### src/rtl/uart_pkg.sv
// uart_pkg
// Shared definitions for the UART transmit/receive paths.
//   tx_state_e  : transmitter frame states
//   DATA_BITS   : payload bits per frame (8N1)
//   STOP_LEVEL  : line level for idle and stop bit
//   START_LEVEL : line level for the start bit
//   cnt_width() : bits needed to hold a counter that runs 0..max_val
package uart_pkg;

    typedef enum logic [1:0] {
        IDLE  = 2'd0,
        START = 2'd1,
        DATA  = 2'd2,
        STOP  = 2'd3
    } tx_state_e;

    localparam int   DATA_BITS   = 8;
    localparam logic STOP_LEVEL  = 1'b1;
    localparam logic START_LEVEL = 1'b0;

    // Never returns less than one bit, so degenerate counters still get a
    // legal vector width.
    function automatic int cnt_width(input int max_val);
        return (max_val < 2) ? 1 : $clog2(max_val + 1);
    endfunction

endpackage

### src/rtl/sync_fifo.sv
// sync_fifo
// Single-clock first-word-fall-through FIFO, shared by the UART RX and TX paths.
//   clk      : system clock, rising edge
//   rst      : asynchronous active-low reset (clears pointers and count)
//   wr_en    : push request; ignored while full
//   data_in  : word to push
//   rd_en    : pop request; ignored while empty
//   data_out : head word, valid combinationally whenever empty=0
//   full     : count == DEPTH
//   empty    : count == 0
//   count    : current occupancy
module sync_fifo #(
    parameter int WIDTH = 8,
    parameter int DEPTH = 16
) (
    input  logic                       clk,
    input  logic                       rst,
    input  logic                       wr_en,
    input  logic [WIDTH-1:0]           data_in,
    input  logic                       rd_en,
    output logic [WIDTH-1:0]           data_out,
    output logic                       full,
    output logic                       empty,
    output logic [$clog2(DEPTH+1)-1:0] count
);

    localparam int AW = $clog2(DEPTH);
    localparam int CW = $clog2(DEPTH + 1);

    logic [WIDTH-1:0] mem [DEPTH];
    logic [AW-1:0]    wr_ptr_reg;
    logic [AW-1:0]    rd_ptr_reg;
    logic [CW-1:0]    count_reg;
    logic [CW-1:0]    count_next;
    logic             push;
    logic             pop;

    assign full  = (count_reg == CW'(DEPTH));
    assign empty = (count_reg == '0);
    assign count = count_reg;

    // A full FIFO refuses the write even when a pop happens in the same cycle.
    assign push = wr_en && !full;
    assign pop  = rd_en && !empty;

    // Storage carries no reset so it can map onto distributed RAM.
    always_ff @(posedge clk) begin
        if (push) begin
            mem[wr_ptr_reg] <= data_in;
        end
    end

    assign data_out = mem[rd_ptr_reg];

    always_comb begin
        count_next = count_reg;
        case ({push, pop})
            2'b10:   count_next = count_reg + CW'(1);
            2'b01:   count_next = count_reg - CW'(1);
            default: count_next = count_reg;
        endcase
    end

    // DEPTH is a power of two, so the pointers wrap naturally.
    always_ff @(posedge clk or negedge rst) begin
        if (!rst) begin
            wr_ptr_reg <= '0;
            rd_ptr_reg <= '0;
            count_reg  <= '0;
        end else begin
            if (push) begin
                wr_ptr_reg <= wr_ptr_reg + AW'(1);
            end
            if (pop) begin
                rd_ptr_reg <= rd_ptr_reg + AW'(1);
            end
            count_reg <= count_next;
        end
    end

endmodule

### src/rtl/uart_tx_buffered.sv
// uart_tx_buffered
// Buffered 8N1 UART transmitter. Bytes are queued in fifo_inst and sent
// LSB-first; consecutive queued bytes go out with no idle gap.
//   clk        : system clock, rising edge
//   rst        : asynchronous active-low reset; abandons any frame in flight
//   tx_start   : push strobe, data_in queued on every high cycle
//   data_in    : byte to queue
//   tx         : registered serial output, idles high
//   tx_done    : one-cycle pulse on the last cycle of each stop bit
//   busy       : a frame is in progress
//   fifo_full  : FIFO holds FIFO_DEPTH bytes
//   fifo_empty : FIFO holds no bytes
//   fifo_count : FIFO occupancy
//   overflow   : one-cycle pulse after a push was dropped on a full FIFO
module uart_tx_buffered
    import uart_pkg::*;
#(
    parameter int CLKS_PER_BIT = 434,
    parameter int FIFO_DEPTH   = 16
) (
    input  logic                            clk,
    input  logic                            rst,
    input  logic                            tx_start,
    input  logic [7:0]                      data_in,
    output logic                            tx,
    output logic                            tx_done,
    output logic                            busy,
    output logic                            fifo_full,
    output logic                            fifo_empty,
    output logic [$clog2(FIFO_DEPTH+1)-1:0] fifo_count,
    output logic                            overflow
);

    localparam int             BW        = cnt_width(CLKS_PER_BIT - 1);
    localparam int             BITW      = cnt_width(DATA_BITS - 1);
    localparam logic [BW-1:0]  BAUD_LAST = BW'(CLKS_PER_BIT - 1);
    localparam logic [BITW-1:0] BIT_LAST = BITW'(DATA_BITS - 1);

    tx_state_e              state_reg, state_next;
    logic [BW-1:0]          baud_reg, baud_next;
    logic [BITW-1:0]        bit_reg, bit_next;
    logic [DATA_BITS-1:0]   shift_reg, shift_next;
    logic                   tx_reg, tx_next;
    logic                   done_reg, done_next;
    logic                   ovf_reg;
    logic                   fifo_rd;
    logic [DATA_BITS-1:0]   fifo_head;
    logic                   baud_last;

    sync_fifo #(
        .WIDTH (DATA_BITS),
        .DEPTH (FIFO_DEPTH)
    ) fifo_inst (
        .clk      (clk),
        .rst      (rst),
        .wr_en    (tx_start),
        .data_in  (data_in),
        .rd_en    (fifo_rd),
        .data_out (fifo_head),
        .full     (fifo_full),
        .empty    (fifo_empty),
        .count    (fifo_count)
    );

    assign baud_last = (baud_reg == BAUD_LAST);

    // tx is computed for the next cycle and registered, so the line level
    // changes on the same edge as the state and never glitches.
    always_comb begin
        state_next = state_reg;
        baud_next  = baud_reg;
        bit_next   = bit_reg;
        shift_next = shift_reg;
        tx_next    = tx_reg;
        fifo_rd    = 1'b0;

        case (state_reg)
            IDLE: begin
                tx_next = STOP_LEVEL;
                if (!fifo_empty) begin
                    fifo_rd    = 1'b1;
                    shift_next = fifo_head;
                    baud_next  = '0;
                    bit_next   = '0;
                    state_next = START;
                    tx_next    = START_LEVEL;
                end
            end

            START: begin
                if (baud_last) begin
                    baud_next  = '0;
                    bit_next   = '0;
                    state_next = DATA;
                    tx_next    = shift_reg[0];
                end else begin
                    baud_next = baud_reg + BW'(1);
                end
            end

            DATA: begin
                if (baud_last) begin
                    baud_next = '0;
                    if (bit_reg == BIT_LAST) begin
                        state_next = STOP;
                        tx_next    = STOP_LEVEL;
                    end else begin
                        bit_next = bit_reg + BITW'(1);
                        tx_next  = shift_reg[bit_next];
                    end
                end else begin
                    baud_next = baud_reg + BW'(1);
                end
            end

            STOP: begin
                if (baud_last) begin
                    baud_next = '0;
                    // Chain straight into the next start bit when more data
                    // is waiting; otherwise rest in IDLE.
                    if (!fifo_empty) begin
                        fifo_rd    = 1'b1;
                        shift_next = fifo_head;
                        bit_next   = '0;
                        state_next = START;
                        tx_next    = START_LEVEL;
                    end else begin
                        state_next = IDLE;
                        tx_next    = STOP_LEVEL;
                    end
                end else begin
                    baud_next = baud_reg + BW'(1);
                end
            end

            default: begin
                state_next = IDLE;
                tx_next    = STOP_LEVEL;
            end
        endcase
    end

    // Registered pulse that lines up with the final cycle of the stop bit.
    assign done_next = (state_next == STOP) && (baud_next == BAUD_LAST);

    always_ff @(posedge clk or negedge rst) begin
        if (!rst) begin
            state_reg <= IDLE;
            baud_reg  <= '0;
            bit_reg   <= '0;
            shift_reg <= '0;
            tx_reg    <= STOP_LEVEL;
            done_reg  <= 1'b0;
            ovf_reg   <= 1'b0;
        end else begin
            state_reg <= state_next;
            baud_reg  <= baud_next;
            bit_reg   <= bit_next;
            shift_reg <= shift_next;
            tx_reg    <= tx_next;
            done_reg  <= done_next;
            ovf_reg   <= tx_start && fifo_full;
        end
    end

    assign tx       = tx_reg;
    assign tx_done  = done_reg;
    assign busy     = (state_reg != IDLE);
    assign overflow = ovf_reg;

endmodule
### config.mk
export PLATFORM = sky130hd
export DESIGN_NAME = uart_tx_buffered
export DESIGN_NICKNAME = d
export VERILOG_FILES = /design/src/rtl/uart_pkg.sv /design/src/rtl/sync_fifo.sv /design/src/rtl/uart_tx_buffered.sv
export SDC_FILE = /design/constraint.sdc
export NUM_CORES = 1
export LEC_CHECK = 0
export CORE_UTILIZATION = 65
export CTS_CLUSTER_DIAMETER = 150
export CTS_CLUSTER_SIZE = 10
export DETAILED_ROUTE_END_ITERATION = 7
export HOLD_SLACK_MARGIN = 0.15
export PLACE_DENSITY_LB_ADDON = 0.1
export SYNTH_ARGS = -nofsm -noshare
export SYNTH_HDL_FRONTEND = slang
export SYNTH_SLANG_ARGS = --single-unit
export TNS_END_PERCENT = 30
### constraint.sdc
create_clock -name clk -period 7.55 [get_ports clk]
set_input_delay 0.755 -clock clk [delete_from_list [all_inputs] [get_ports clk]]
set_output_delay 0.755 -clock clk [all_outputs]
set_load 0.01 [all_outputs]
### Word-level counts from Yosys, hierarchy flattened

Memories as Yosys holds them, arrays and structs flattened.
Cells that the tools add are included.

| operators by class | value |
|---|---|
| add/subtract/negate cells | 6 |
| multiply operators | 0 |
| div/mod/pow operators | 0 |
| $lt $le $gt $ge | 1 |
| equal/unequal tests | 14 |
| shifts and indexed selects | 0 |
| muxes and demuxes | 33 |
| bitwise gates (word level) | 0 |
| reduce and logical (&&, ||, !) cells | 15 |

Operator list:

| cell | count |
|---|---|
| 9-bit equality test, second input constant | 2 |
| 9-bit two-way mux | 2 |
| 9-bit one-hot mux with 2 select lines | 1 |
| 8-bit two-way mux | 2 |
| 8-bit one-hot mux with 2 select lines | 1 |
| 3-bit two-way mux | 5 |
| 3-bit one-hot mux with 4 select lines | 1 |
| 1-bit two-way mux | 11 |
| 2-bit two-way mux | 5 |
| 5-bit one-hot mux with 2 select lines | 1 |
| 9-bit by 1-bit adder with 9-bit output, second input constant | 1 |
| 4-bit by 1-bit adder with 4-bit output, second input constant | 2 |
| 2-bit equality test, second input constant | 4 |
| 2-bit != test, second input constant | 4 |
| 2-bit one-hot mux with 4 select lines | 1 |
| 2-bit nonzero test | 3 |
| 5-bit by 1-bit adder with 5-bit output, second input constant | 1 |
| 5-bit equality test, second input constant | 1 |
| 5-bit logical NOT | 1 |
| 5-bit by 1-bit subtractor with 5-bit output, second input constant | 1 |
| 2-bit by 1-bit equality test with 1-bit output, second input constant | 2 |
| 1-bit logical AND | 4 |
| 3-bit by 4-bit < comparator with 1-bit output, second input constant | 1 |
| 1-bit one-hot mux with 4 select lines | 1 |
| 10 further kinds | 11 |

| storage, ports and cells | value |
|---|---|
| flip-flop bits (word level) | 38 |
| bits in latches | 0 |
| RAM bits | 128 |
| bits in read-only memories | 0 |
| bits of input ports | 11 |
| output and inout port bits | 11 |
| logic and storage cells | 80 |
| memories kept | 1 |

Memories:

| name | words | width | rd ports | clocked after memory_dff | wr ports | RTL line | RTL |
|---|---|---|---|---|---|---|---|
| fifo_inst.mem | 16 | 8 | 1 | 0 | 1 | sync_fifo.sv:30 | `logic [WIDTH-1:0] mem [DEPTH];` |

### Logic depth before layout (Yosys ltp)

Gate-level depths: netlist of run 1.

| depth | value |
|---|---|
| depth after elaboration | 7 |
| gate-level depth with buffers | 12 |
| gate-level depth less buffers | 12 |

### Modules after synthesis

Synthesis of run 1 repeated with hierarchy kept, for this count alone.

| unflattened totals | value |
|---|---|
| cell total of the unflattened synthesis | 473 |
| area total of the unflattened synthesis | 7323.3 um^2 |

By module, submodules not included:

| module | times used | cells an instance | area each (um^2) | sequential area each (um^2) |
|---|---|---|---|---|
| sync_fifo | 1 | 320 | 5809.3 | 4169.0 |
| uart_tx_buffered | 1 | 153 | 1514.0 | 626.9 |

### Least setup slack after synthesis of run 1

OpenSTA, ideal clock, no wires.

| path | value |
|---|---|
| path type | flip-flop to flip-flop |
| start | register fifo_inst.count_reg[0] (netlist: fifo_inst.count[0]) |
| end | register fifo_inst.count_reg[4] (netlist: fifo_inst.count[4]) |
| setup time | 0.130 ns |
| data arrival time | 2.775 ns |
| data required time | 7.420 ns |
| setup slack | 4.645 ns |
| cell stages (with the launch flop) | 11 |
| path buffers | 0 |
| clock period less this slack | 2.905 ns |
| cells stage by stage | dfrtp_1 -> nor3_1 -> nor3b_2 -> nor3_1 -> ha_1 -> fa_1 -> a21o_1 -> a21oi_1 -> xor2_1 -> nor2_1 -> xor2_1 |

| between the ends | value |
|---|---|
| word-level cells in the longest chain between the ends | 7 |
| elaborated cells between the ends (all ways) | 15 |
| classes of those cells | add/sub (2); eq/ne (3); mux (4); reduce/logical (6) |

Ends and longest elaborated chain:

| what | RTL line | RTL |
|---|---|---|
| from (decl) | sync_fifo.sv:33 | `logic [CW-1:0] count_reg;` |
| from (signal assigned) | sync_fifo.sv:77 | `count_reg <= count_next;` |
| 5-bit logical NOT (*) | sync_fifo.sv:39 | `assign empty = (count_reg == '0);` |
| named net fifo_empty | uart_tx_buffered.sv:29 | `output logic fifo_empty,` |
| 1-bit two-way mux | uart_tx_buffered.sv:80, uart_tx_buffered.sv:121 |  |
| 1-bit two-way mux | uart_tx_buffered.sv:117 | `if (baud_last) begin` |
| 1-bit one-hot mux with 2 select lines | uart_tx_buffered.sv:77 | `case (state_reg)` |
| 1-bit logical AND (*) | sync_fifo.sv:44 | `assign pop = rd_en && !empty;` |
| named net fifo_inst.pop | sync_fifo.sv:36 | `logic pop;` |
| 2-bit by 1-bit equality test with 1-bit output or 2-bit equality test (tied branches) | sync_fifo.sv:57 | `case ({push, pop})` |
| 5-bit one-hot mux with 2 select lines or 2-bit nonzero test (tied branches) | -- |  |

The timed path passes the listed nets; every way through them passes the cells marked *.
A chain may end at the register's enable or synchronous reset.

### Final worst setup path of run 1

| path | value |
|---|---|
| start | register fifo_inst.count_reg[0] (netlist: fifo_inst.count[0]) |
| end | output port fifo_empty |

| between the ends | value |
|---|---|
| word-level cells in the longest chain between the ends | 1 |

Ends and longest elaborated chain:

| what | RTL line |
|---|---|
| 5-bit logical NOT | sync_fifo.sv:39 |
| to (decl) | uart_tx_buffered.sv:29 |

Every way passes these cells.

==> results of run 1 <==
## critical path, cell delays in order (launching register included)
cell	delay [ns]
dfrtp_1	0.45
nor3_1	0.51
nor3b_2	0.51
clkdlybuf4s50_1	0.62
## worst min-delay path by stage
stage | end | startpoint | cells past startpoint | slack, ns
6_report | overflow | rst | 1 | 0.31
3_3_place_gp | shift_reg[7] | shift_reg[7] | 1 | 0.48
4_1_cts | overflow | rst | 1 | 0.33
2_1_floorplan | baud_reg[0] | rst | 0 | 0.46
5_1_grt | overflow | rst | 1 | 0.38
3_5_place_dp | shift_reg[5] | shift_reg[5] | 1 | 0.49
## cell families (layout without fill, tap and decap cells)
| logic type | after synthesis | count (layout) | synth area share |
|---|---|---|---|
| muxes | 55 | 55 | 0.161 |
| buffers and inverters | 35 | 72 | 0.0250 |
| DFF | 166 | 166 | 0.660 |
| and+or+nand+nor | 76 | 76 | 0.0563 |
| xor gates and xnor gates | 11 | 11 | 0.0133 |
| adders and majority gates | 19 | 19 | 0.0337 |
| AOI/OAI and AO/OA | 55 | 55 | 0.0508 |
## area by class of cell
| class | count | share of cell area |
|---|---|---|
| flip-flops and latches | 166 | 0.589 |
| multi-input cells | 216 | 0.282 |
| clock buffers | 20 | 0.0523 |
| repair buffers | 26 | 0.0298 |
| well taps | 140 | 0.0215 |
| clock inverters | 12 | 0.0189 |
| inverters | 14 | 0.00646 |
## power by group
| part | switching [uW] | internal (uW) | total [uW] | leakage (uW) |
|---|---|---|---|---|
| sequential | 163 | 1130 | 1300 | 0.00163 |
| clock | 341 | 505 | 846 | 0.000284 |
| combinational | 391 | 455 | 846 | 0.00101 |
| total | 895 | 2090 | 2990 | 0.00293 |
## Yosys cell counts, types with 2 or more instances
cell | instances | share of area
nand2_1 | 18 | 0.0093
a21o_1 | 8 | 0.0083
nor3_1 | 6 | 0.0041
xnor2_1 | 7 | 0.0084
o21ai_0 | 12 | 0.0083
mux4_2 | 20 | 0.062
a221o_1 | 2 | 0.0028
mux4_1 | 22 | 0.080
nand3_1 | 5 | 0.0034
mux2i_1 | 2 | 0.0028
mux2_2 | 11 | 0.017
xor2_1 | 4 | 0.0048
o31ai_1 | 2 | 0.0021
clkbuf_1 | 9 | 0.0046
ha_1 | 18 | 0.031
nor4b_1 | 2 | 0.0024
nor2_1 | 20 | 0.010
buf_6 | 3 | 0.0046
a2bb2oi_1 | 2 | 0.0024
a21oi_1 | 12 | 0.0083
nand4_1 | 4 | 0.0034
and2_1 | 4 | 0.0034
edfxtp_1 | 128 | 0.53
dfrtp_1 | 37 | 0.13
buf_4 | 3 | 0.0031
nand2b_1 | 4 | 0.0034
a31oi_1 | 4 | 0.0034
o211ai_1 | 2 | 0.0021
buf_2 | 4 | 0.0028
nor4_1 | 2 | 0.0017
inv_1 | 14 | 0.0072
## through the flow
step	total power, uW	setup slack [ns]	area [um^2]
after global placement	2140	4.43	7560
after global routing	3130	3.91	8140
after floorplan	1930	4.64	7270
after detailed placement	2160	4.31	7560
final	2990	4.16	8140
after CTS	3010	4.16	8140
## per-layer routing
| metal | vias up | wire length (um) |
|---|---|---|
| met4 | 0 | 277 |
| met2 | 133 | 6820 |
| met1 | 1979 | 5720 |
| met5 | - | 0 |
| li1 | 1727 | - |
| met3 | 27 | 669 |
==> impl_metrics.env, run 1 <==
export IMPL_status="finished, final reports clean"
export IMPL_io_buffers=21
export IMPL_initial_core_util=0.668
export IMPL_holdWs_ns=0.307
export IMPL_drt_iter0_markers=388
export IMPL_root_buffer="clkbuf_8"
export IMPL_setup_violations=0
export IMPL_reg2regPathDepth=10
export IMPL_worst_pin_slew_ns=1.07
export IMPL_clock_sinks=166
export IMPL_start_kind="register"
export IMPL_fin_worst_skew_ns=0.00759
export IMPL_core_um2=10900
export IMPL_critical_path_class="reg -> out"
export IMPL_grt_max_degree=39
export IMPL_final_common_cell="edfxtp_1"
export IMPL_seq_area_frac_synth=0.660
export IMPL_post_cts_resize_count=0
export IMPL_dp_cells=562
export IMPL_hold_viol_final=0
export IMPL_synth_area_per_cell_um2=17.4
export IMPL_antenna_left=0
export IMPL_fmax_ghz=0.295
export IMPL_ys_ff_latch=166
export IMPL_top_usage_layer="met2"
export IMPL_grt_pass1_vias=3797
export IMPL_gp_congestion=0.879
export IMPL_stdcell_count=594
export IMPL_ctsHoldBuffers=0
export IMPL_drv_cap=0
export IMPL_dp_hpwl_mm=8.51
export IMPL_grt_pass1_wl_mm=21.1
export IMPL_multiInputGateArea_um2=2290
export IMPL_wl_per_cell_um=22.7
export IMPL_regArea_um2=4800
export IMPL_antenna_cells=0
export IMPL_antenna_found_initial=0
export IMPL_nNetsFinal=471
export IMPL_cp_arrival_ns=2.63
export IMPL_yosysUniqueCellTypes=57
export IMPL_relSlewSlack=0.282
export IMPL_startpoint="fifo_inst.count[0]"
export IMPL_rows=38
export IMPL_async_flop_share=0.229
export IMPL_grt_setup_unrepaired="no"
export IMPL_p_per_area_nw_per_um2=367
export IMPL_postLayoutCoreUtil=0.748
export IMPL_die_h_um=108
export IMPL_fin_crit_sh=0.448
export IMPL_endpoint_kind="output pin"
export IMPL_endpoint="fifo_empty"
export IMPL_met3_usage=0.0702
export IMPL_route_detailed_drc=0
export IMPL_synth_edf_count=128
export IMPL_r2r_end="fifo_inst.count[4]"
export IMPL_gr_usage_met1=0.348
export IMPL_gr_total_overflow=0
export IMPL_final_cell_mix="128 x edfxtp_1, 36 x dfrtp_1, 22 x mux4_1"
export IMPL_htreeDepth=4
export IMPL_crit_path_max_fanout=6
export IMPL_hp_class="in -> async"
export IMPL_grt_usage=0.264
export IMPL_setup_tns_ns=0
export IMPL_r2r_setup_slack_ns=4.26
export IMPL_syn_num_nets=447
export IMPL_power_leakage_uw=0.00293
export IMPL_largest_reg_flops=128
export IMPL_synth_area_um2=7270
export IMPL_clock_tree_buffer_depth=2
export IMPL_area_delta_synth_final_pct=12.0
export IMPL_fillers=629
export IMPL_dr_pass1_iters=7
export IMPL_post_cts_buffers=0
export IMPL_cts_tree="done"
export IMPL_drv_slew=0
export IMPL_finalWirelength_mm=13.5
export IMPL_die_width_um=108
export IMPL_drive_above_1_share=0.159
export IMPL_clk_pin_slew_worst_paths_ns=0.07
export IMPL_grt_use_met2=0.421
export IMPL_viasPerCell=6.51
export IMPL_die_area_um2=11600
export IMPL_synthCells=417
export IMPL_worstPathRequired_ns=6.80
export IMPL_ys_warn_count=0
export IMPL_ir_worst_vdd_mv=0.235
export IMPL_clkLatencyLatePin_ns=0.54
export IMPL_io_pins=22
export IMPL_min_period_ns=3.39
export IMPL_cts_made_buffers=17
export IMPL_rr_startpoint="fifo_inst.count[0]"
export IMPL_vias=3866
export IMPL_synth_flop_cell="edfxtp_1"
(Power assumes the default switching activity.)
==> run 2, diff against run 1 <==
--- a/config.mk
+++ b/config.mk
@@ -5,7 +5,7 @@
 export SDC_FILE = /design/constraint.sdc
 export NUM_CORES = 1
 export LEC_CHECK = 0
-export CORE_UTILIZATION = 65
+export CORE_UTILIZATION = 61
 export CTS_CLUSTER_DIAMETER = 150
 export CTS_CLUSTER_SIZE = 10
 export DETAILED_ROUTE_END_ITERATION = 7
==> constraint.sdc (replaced) <==
create_clock -name clk -period 3.4 [get_ports clk]
set_input_delay 0.34 -clock clk [delete_from_list [all_inputs] [get_ports clk]]
set_output_delay 0.34 -clock clk [all_outputs]
set_load 0.01 [all_outputs]
==> run 2 against run 1 <==
Compared with the run above: sequential cell count unchanged; first-iteration DRC count down 17%; routed wire length about the same; final cell count up 1.7%; die area up 6.4%; final area up 0.80%; register-to-register slack worse by 3.8 ns; sequential share of layout area down 0.47 points; non-clock buffer count up 9; core utilization down 3.5 points; critical path type is now reg -> reg; critical endpoint is now fifo_inst.count[4]; largest cell class unchanged; highest routed layer unchanged.
==> impl_metrics.env, run 2 (same netlist as run 1, synthesis figures left out) <==
export IMPL_grt_pass1_vias=3920
export IMPL_setup_tns_ns=0
export IMPL_nNetsFinal=480
export IMPL_root_buffer="clkbuf_16"
export IMPL_die_area_um2=12400
export IMPL_status="finished, final reports clean"
export IMPL_hp_start="tx_start"
export IMPL_r2r_end="fifo_inst.count[4]"
export IMPL_grt_usage=0.241
export IMPL_clk_pin_slew_worst_paths_ns=0.06
export IMPL_grt_pass1_wl_mm=21.3
export IMPL_fin_crit_sh=0.866
export IMPL_min_period_ns=2.94
export IMPL_grt_max_degree=39
export IMPL_viasPerCell=6.34
export IMPL_io_buffers=21
export IMPL_dp_hpwl_mm=9.01
export IMPL_clock_sinks=166
export IMPL_worst_pin_slew_ns=0.903
export IMPL_multiInputGateArea_um2=2290
export IMPL_p_per_area_nw_per_um2=812
export IMPL_post_cts_buffers=0
export IMPL_largest_reg_flops=128
export IMPL_critical_path_class="reg -> reg"
export IMPL_antenna_left=0
export IMPL_drv_slew=0
export IMPL_route_detailed_drc=0
export IMPL_drt_iter0_markers=321
export IMPL_ir_worst_vdd_mv=0.541
export IMPL_hp_class="in -> reg"
export IMPL_ctsHoldBuffers=1
export IMPL_wl_per_cell_um=22.3
export IMPL_hold_viol_final=0
export IMPL_io_pins=22
export IMPL_gp_congestion=0.871
export IMPL_r2r_setup_slack_ns=0.46
export IMPL_cp_arrival_ns=3.25
export IMPL_start_kind="register"
export IMPL_area_delta_synth_final_pct=12.9
export IMPL_initial_core_util=0.631
export IMPL_final_cell_mix="128 x edfxtp_1, 36 x dfrtp_1, 22 x mux4_1"
export IMPL_setup_violations=0
export IMPL_core_um2=11500
export IMPL_power_leakage_uw=0.00297
export IMPL_die_h_um=111
export IMPL_regArea_um2=4800
export IMPL_drv_cap=0
export IMPL_relSlewSlack=0.396
export IMPL_antenna_found_initial=0
export IMPL_rows=39
export IMPL_min_to="overflow"
export IMPL_reg2regPathDepth=13
export IMPL_grt_setup_unrepaired="no"
export IMPL_postLayoutCoreUtil=0.712
export IMPL_drive_above_1_share=0.176
export IMPL_cts_made_buffers=17
export IMPL_final_common_cell="edfxtp_1"
export IMPL_gr_total_overflow=0
export IMPL_dr_pass1_iters=5
export IMPL_post_cts_resize_count=0
export IMPL_htreeDepth=4
export IMPL_die_width_um=111
export IMPL_crit_path_max_fanout=8
export IMPL_clock_tree_buffer_depth=2
export IMPL_vias=3829
export IMPL_clkLatencyLatePin_ns=0.43
export IMPL_worstPathRequired_ns=3.71
export IMPL_fin_worst_skew_ns=0.0111
export IMPL_finalWirelength_mm=13.5
export IMPL_fillers=733
export IMPL_rr_startpoint="baud_reg[1]"
export IMPL_cts_tree="done"
export IMPL_fmax_ghz=0.340
export IMPL_endpoint_kind="register"
export IMPL_antenna_cells=0
export IMPL_hold_path_cell_count=2
## run 2: cell type report
class                      instances  area share
clock buffer                      17      0.0519
clock inverter                    13      0.0162
inverter                          14     0.00641
multi-input combinational        216       0.279
sequential                       166       0.585
tap                              143      0.0218
timing repair buffer              35      0.0397
## run 2: routing by layer
layer,share of wire,global-route usage
met1,0.43,0.318
met3,0.057,0.0727
met2,0.50,0.388
met4,0.011,0.0757
met5,0,0
## run 2: report_power, final
group	total (uW)	leakage (uW)	internal (uW)	switching, uW
clock network	1830	0.000271	1070	766
logic	2020	0.00106	1070	946
registers	2810	0.00163	2520	288
## run 2: critical path, cell delays in order (launching register included)
cell,delay [ns]
dfrtp_1,0.47
inv_1,0.08
ha_1,0.19
and4b_1,0.24
a31oi_1,0.19
nor3_1,0.07
buf_4,0.16
ha_1,0.28
fa_1,0.44
a21o_1,0.18
a21oi_1,0.17
xor2_1,0.15
nor2_1,0.06
xor2_1,0.14
## run 2: worst max-delay path by stage
stage	depth (start not counted)	to	start	slack [ns]
after CTS	13	fifo_inst.count[4]	baud_reg[1]	0.46
final	13	fifo_inst.count[4]	baud_reg[1]	0.46
after global routing	13	fifo_inst.count[4]	baud_reg[1]	0.27
after detailed placement	13	fifo_inst.count[4]	baud_reg[1]	0.48
after floorplan	10	fifo_inst.count[4]	fifo_inst.count[0]	0.49
after global placement	12	fifo_inst.count[4]	baud_reg[0]	0.58
## run 2: stage by stage
step	total power [uW]	std cells	setup WS, ns	hold slack (ns)	area (um^2)
after floorplan	4280	417	0.495	0.0444	7270
after global placement	4820	573	0.577	0.487	7640
after detailed placement	4870	573	0.484	0.501	7640
after CTS	6730	604	0.459	0.482	8200
after global routing	6980	604	0.268	0.499	8200
final	6660	604	0.457	0.492	8200
